$ cat config.mk
export PLATFORM = sky130hd
export DESIGN_NAME = spi_ctrl_sequencer
export DESIGN_NICKNAME = d
export VERILOG_FILES = /design/src/rtl/spi_ctrl_sequencer.sv
export SDC_FILE = /design/constraint.sdc
export NUM_CORES = 1
export LEC_CHECK = 0
export BUFFER_PORTS_ARGS = -buffer_cell sky130_fd_sc_hd__buf_2
export CAP_MARGIN = 10
export CORE_MARGIN = 4
export CORE_UTILIZATION = 50
export CTS_CLUSTER_SIZE = 16
export DETAILED_ROUTE_END_ITERATION = 10
export PLACE_DENSITY = 0.82
export RECOVER_POWER = 100
export SETUP_SLACK_MARGIN = 0.15
export SLEW_MARGIN = 20
export SYNTH_ARGS = -nofsm -noshare
export SYNTH_HDL_FRONTEND = slang
export SYNTH_SLANG_ARGS = --single-unit
$ cat constraint.sdc
create_clock -name clk -period 2.6 [get_ports clk]
set_input_delay 0.52 -clock clk [delete_from_list [all_inputs] [get_ports clk]]
set_output_delay 0.52 -clock clk [all_outputs]
set_load 0.01 [all_outputs]
$ cat src/rtl/spi_ctrl_sequencer.sv
// -----------------------------------------------------------------------------
// spi_ctrl_sequencer
//
// Host-side SPI frame sequencer for an SPI-attached RAM slave. It accepts one
// parallel command at a time and produces the complete frame: select setup,
// MSB-first shift of {lead 0, op[1:0], payload}, then either a commit hold
// (ops 00/01/10) or a read-latency wait plus MISO capture (op 11). Every frame
// ends with a deselect gap.
//
// Optional feature macro: SPI_CTRL_RSP_HOLD_EN
//   defined   : adds input rsp_ready. rsp_valid is held until it is accepted,
//               and the sequencer waits in GAP while a response is pending.
//   undefined : no rsp_ready port. rsp_valid is a one-cycle pulse.
//
// Ports:
//   clk          system clock, rising edge
//   rst_n        asynchronous active-low reset
//   cmd_valid    host command valid
//   cmd_ready    command accepted when high together with cmd_valid
//   cmd_op       00 wr-addr, 01 wr-data, 10 rd-addr, 11 rd-data
//   cmd_payload  address/data; ignored for op 11 (sent as zeros)
//   rsp_valid    read data valid
//   rsp_data     captured read data (MSB first from MISO)
//   busy         sequencer is not idle
//   SS_n         slave select, active low, registered
//   MOSI         serial data to slave, registered
//   MISO         serial data from slave
//   rsp_ready    (SPI_CTRL_RSP_HOLD_EN only) host accepts the response
//
// All timing parameters must be >= 1 and PAYLOAD_W >= 2.
// -----------------------------------------------------------------------------
module spi_ctrl_sequencer #(
    parameter int PAYLOAD_W      = 8,
    parameter int SETUP_CYCLES   = 1,
    parameter int WR_HOLD_CYCLES = 2,
    parameter int RD_LATENCY     = 3,
    parameter int GAP_CYCLES     = 2
) (
    input  logic                 clk,
    input  logic                 rst_n,
    input  logic                 cmd_valid,
    output logic                 cmd_ready,
    input  logic [1:0]           cmd_op,
    input  logic [PAYLOAD_W-1:0] cmd_payload,
    output logic                 rsp_valid,
    output logic [PAYLOAD_W-1:0] rsp_data,
    output logic                 busy,
    output logic                 SS_n,
    output logic                 MOSI,
    input  logic                 MISO
`ifdef SPI_CTRL_RSP_HOLD_EN
    ,
    input  logic                 rsp_ready
`endif
);

    localparam int FRAME_W = PAYLOAD_W + 3;

    // Largest number of cycles any single state has to count.
    function automatic int cnt_max();
        int m;
        m = SETUP_CYCLES;
        if (FRAME_W > m)        m = FRAME_W;
        if (WR_HOLD_CYCLES > m) m = WR_HOLD_CYCLES;
        if (RD_LATENCY > m)     m = RD_LATENCY;
        if (PAYLOAD_W > m)      m = PAYLOAD_W;
        if (GAP_CYCLES > m)     m = GAP_CYCLES;
        return m;
    endfunction

    localparam int CNT_W = $clog2(cnt_max() + 1);

    localparam logic [CNT_W-1:0] SETUP_LAST = CNT_W'(SETUP_CYCLES - 1);
    localparam logic [CNT_W-1:0] SHIFT_LAST = CNT_W'(FRAME_W - 1);
    localparam logic [CNT_W-1:0] HOLD_LAST  = CNT_W'(WR_HOLD_CYCLES - 1);
    localparam logic [CNT_W-1:0] RDW_LAST   = CNT_W'(RD_LATENCY - 1);
    localparam logic [CNT_W-1:0] CAP_LAST   = CNT_W'(PAYLOAD_W - 1);
    localparam logic [CNT_W-1:0] GAP_LAST   = CNT_W'(GAP_CYCLES - 1);

    typedef enum logic [2:0] {
        IDLE,
        SELECT,
        SHIFT,
        HOLD,
        RD_WAIT,
        CAPTURE,
        GAP
    } state_t;

    state_t             state_reg;
    logic [CNT_W-1:0]   cnt_reg;
    logic [FRAME_W-1:0] frame_reg;
    logic               rd_op_reg;
    logic               gap_stall;

    // Gated by rst_n so the host never sees a ready port while reset is held.
    assign cmd_ready = rst_n && (state_reg == IDLE);
    assign busy      = (state_reg != IDLE);

`ifdef SPI_CTRL_RSP_HOLD_EN
    // A response still waiting for the host keeps the bus in GAP.
    assign gap_stall = rsp_valid && !rsp_ready;
`else
    assign gap_stall = 1'b0;
`endif

    always_ff @(posedge clk or negedge rst_n) begin
        if (!rst_n) begin
            state_reg <= IDLE;
            cnt_reg   <= '0;
            frame_reg <= '0;
            rd_op_reg <= 1'b0;
            SS_n      <= 1'b1;
            MOSI      <= 1'b0;
            rsp_valid <= 1'b0;
            rsp_data  <= '0;
        end else begin
`ifdef SPI_CTRL_RSP_HOLD_EN
            if (rsp_valid && rsp_ready) begin
                rsp_valid <= 1'b0;
            end
`else
            rsp_valid <= 1'b0;
`endif
            case (state_reg)
                IDLE: begin
                    if (cmd_valid) begin
                        // Read-data frames carry an all-zero payload field.
                        frame_reg <= {1'b0, cmd_op,
                                      (cmd_op == 2'b11) ? {PAYLOAD_W{1'b0}} : cmd_payload};
                        rd_op_reg <= (cmd_op == 2'b11);
                        cnt_reg   <= '0;
                        SS_n      <= 1'b0;
                        state_reg <= SELECT;
                    end
                end

                SELECT: begin
                    if (cnt_reg == SETUP_LAST) begin
                        // First frame bit is launched on the edge leaving SELECT.
                        MOSI      <= frame_reg[FRAME_W-1];
                        frame_reg <= {frame_reg[FRAME_W-2:0], 1'b0};
                        cnt_reg   <= '0;
                        state_reg <= SHIFT;
                    end else begin
                        cnt_reg <= cnt_reg + 1'b1;
                    end
                end

                SHIFT: begin
                    if (cnt_reg == SHIFT_LAST) begin
                        MOSI      <= 1'b0;
                        cnt_reg   <= '0;
                        state_reg <= rd_op_reg ? RD_WAIT : HOLD;
                    end else begin
                        MOSI      <= frame_reg[FRAME_W-1];
                        frame_reg <= {frame_reg[FRAME_W-2:0], 1'b0};
                        cnt_reg   <= cnt_reg + 1'b1;
                    end
                end

                HOLD: begin
                    if (cnt_reg == HOLD_LAST) begin
                        SS_n      <= 1'b1;
                        cnt_reg   <= '0;
                        state_reg <= GAP;
                    end else begin
                        cnt_reg <= cnt_reg + 1'b1;
                    end
                end

                RD_WAIT: begin
                    if (cnt_reg == RDW_LAST) begin
                        cnt_reg   <= '0;
                        state_reg <= CAPTURE;
                    end else begin
                        cnt_reg <= cnt_reg + 1'b1;
                    end
                end

                CAPTURE: begin
                    rsp_data <= {rsp_data[PAYLOAD_W-2:0], MISO};
                    if (cnt_reg == CAP_LAST) begin
                        rsp_valid <= 1'b1;
                        SS_n      <= 1'b1;
                        cnt_reg   <= '0;
                        state_reg <= GAP;
                    end else begin
                        cnt_reg <= cnt_reg + 1'b1;
                    end
                end

                GAP: begin
                    if (cnt_reg == GAP_LAST) begin
                        // Counter parks at its last value while stalled.
                        if (!gap_stall) begin
                            cnt_reg   <= '0;
                            state_reg <= IDLE;
                        end
                    end else begin
                        cnt_reg <= cnt_reg + 1'b1;
                    end
                end

                default: begin
                    SS_n      <= 1'b1;
                    MOSI      <= 1'b0;
                    cnt_reg   <= '0;
                    state_reg <= IDLE;
                end
            endcase
        end
    end

endmodule

==> run_results.csv <==
group,metric,value,unit
run_status,status,"finished with violations",
run_status,violations,"max-capacitance violations, max-slew violations",
die,io-pin-count,27,
sta,setup_viol,0,
detailed_routing,drt_iter0_drc,49,
finish,final_common_cell,"nand2_1",
finish,drive_above_1_share,18.5,%
sta,tns,0,ps
sta,hold_violations,0,
pwr,p_sw,0.000876,W
die,die_area,4370,um2
placed_design,dp_slack,589,ps
detailed_routing,via_count,1358,
sta,tightest_slew,1500,ps
critical_path,cp.arrival,1770,ps
pwr,p_int,0.00134,W
placed_design,numPortBuffers,26,
job,drv_cap,1,
pwr,clkPwrFrac,16.4,%
sta,drv_slew,30,
critical_path,path_max_fanout,19,
clock_network,h-tree-depth,2,
clock_network,cts_hold_buf,0,
finish,antenna_cells,0,
global_routing,grt_use_total,18.3,%
sta,worst_slack,313,ps
critical_path,critPathSlowestCell,"dfrtp_1",
pwr,powerDensity,1170,nW/um2
global_routing,grt_max_degree,31,
finish,nets,217,
critical_path,slowest_delay,600,ps
detailed_routing,ant_nets,0,
finish,fillers,302,
finish,layout_common_cells,"40 x nand2_1, 29 x dfrtp_1, 15 x buf_2, 12 x clkbuf_1",
finish,regArea,752,um2
critical_path,startpoint_type,"flop",
critical_path,cp-end-kind,"primary output",
critical_path,crit_required,2080,ps
critical_path,path_cells,"nor3_1 -> and2_0 -> buf_2",
sta,clock.fmax,437,MHz
sta,grt_setup_unrepaired,"false",
die,num_rows,20,
detailed_routing,wirelength,3400,um
yosys,synth-edff-count,0,
yosys,ys_seq_area_share,44.6,%
pwr,seqPwrFrac,37.1,%
global_routing,overflow,0,
clock_network,cts_setup_buffers,0,
yosys,synth_nets,188,
clock_network,cts_resized,0,
placed_design,dp_hpwl,2430,um
clock_network,cts-root-buf,"clkbuf_4",
yosys,avgSynthCellArea,9.93,um2
clock_network,clk_pin_slew,100,ps
sta,period_share,87.9,%
yosys,synthCells,170,
global_routing,grt_pass1_wl,6040,um
clock_network,numClockSinks,30,
yosys,ys_warn_count,0,
sta,period_minus_slack,2290,ps
placed_design,gp_congestion,0.830,
detailed_routing,routedWlPerCell,13.9,um
yosys,ys_ff_latch,30,
clock_network,cts_buffers,5,
die,coreArea,3150,um2
clock_network,cts_tree,"done",
die,die_x,66.1,um
worst_hold_path,holdCritPathClass,"primary input to flop",
detailed_routing,avgViaCountPerCell,5.57,
yosys,synth_ff_type,"dfrtp_1",
yosys,netlist_area,1690,um2
die,die_h,66.1,um
pwr,comb_power_share,46.5,%
sta,slew_headroom,-0.0106,%
clock_network,cts_buffer_depth,2,
finish,largest_register_ff_count,11,
critical_path,path_class,"flop to primary output",
finish,area_delta_synth_final,12.2,%
pwr,power_leakage,0.877,nW
pwr,p_sw_share,39.5,%
global_routing,antenna_found_initial,0,
yosys,async_reset_ff_share,100,%
yosys,synthDistinctLibCells,42,
clock_network,worstSkewPairLatency,340,ps
finish,multiInputGateArea,825,um2
detailed_routing,drcViolationCount,0,
pwr,vdd_drop_max,0.000684,V
sta,clock_skew,12.7,ps
die,start_util,53.5,%
detailed_routing,dr.pass1.iters,4,
global_routing,grt_pass1_vias,1304,
-- cells by family after synthesis --
logic type	Yosys count	share of synthesized area [%]
mux	15	10.1
fa+ha+maj	4	2.97
buf+inv	18	6.08
compound gates	36	16.1
simple gates	65	19.2
xor+xnor	2	1.04
flops	30	44.6
-- Yosys cell counts, types with 3 or more instances --
cell	instances	share of area (%)
nand2_1	40	8.9
a21oi_1	4	1.2
mux2_2	6	4.0
mux2_1	6	4.0
o31ai_1	3	1.3
buf_6	4	2.7
nor2_1	6	1.3
inv_1	8	1.8
o21ai_0	8	2.4
a22o_1	7	3.6
ha_1	4	3.0
o21a_1	3	1.3
dfrtp_1	29	43
clkbuf_1	3	0.67
nand3_1	3	0.89
-- final timing paths --
| path | from | end | slack (ps) | depth (start not counted) |
|---|---|---|---|---|
| min in group asynchronous | rst_n | frame_reg[2] | 640 | 2 |
| min | MISO | rsp_data[0] | 370 | 3 |
| min reg2reg | rsp_data[7] | rsp_data[7] | 490 | 2 |
| max reg2reg | state_reg[1] | frame_reg[5] | 370 | 4 |
| max | state_reg[1] | cmd_ready | 310 | 3 |
| max in group asynchronous | rst_n | frame_reg[7] | 1080 | 2 |
-- area by class of cell --
| class | instances | share of cell area [%] |
|---|---|---|
| Multi-Input combinational cell | 122 | 43.6 |
| Timing Repair Buffer | 31 | 7.93 |
| Inverter | 9 | 1.78 |
| Tap cell | 44 | 2.91 |
| Sequential cell | 30 | 39.7 |
| Clock buffer | 5 | 1.98 |
| Clock inverter | 3 | 2.11 |
-- through the flow --
step                power [W]  hold WS [ps]  util (%)  std cells  cell area [um2]
global route          0.00240           360      60.0        244             1890
floorplan             0.00168           224         -        170             1690
global placement      0.00186           455      58.4        236             1840
CTS                   0.00226           204      60.9        244             1920
detailed placement    0.00189           467      58.4        236             1840
finish                0.00222           368      60.0        244             1890
-- power by group through the flow --
stage / combinational (W) / sequential, W / clock, W
global placement: 0.00104 / 0.000822 / 0
floorplan: 0.000927 / 0.000750 / 0
global route: 0.00115 / 0.000856 / 0.000398
CTS: 0.00106 / 0.000823 / 0.000372
detailed placement: 0.00106 / 0.000828 / 0
finish: 0.00103 / 0.000823 / 0.000364
-- worst max-delay path: cells and delay by family, from the launching register on --
kind / cells / cell delay, ps
buf+inv: 1 / 130
flops: 1 / 600
simple gates: 2 / 700
-- routing by layer --
metal / vias to the layer above / track usage, % / routed length (um)
li1: 647 / - / -
met1: 638 / 24.3 / 1490
met2: 65 / 27.3 / 1550
met3: 8 / 6.63 / 288
met4: 0 / 6.35 / 69
met5: - / 0 / 0
Note: power is estimated with default switching activity, not from simulation.
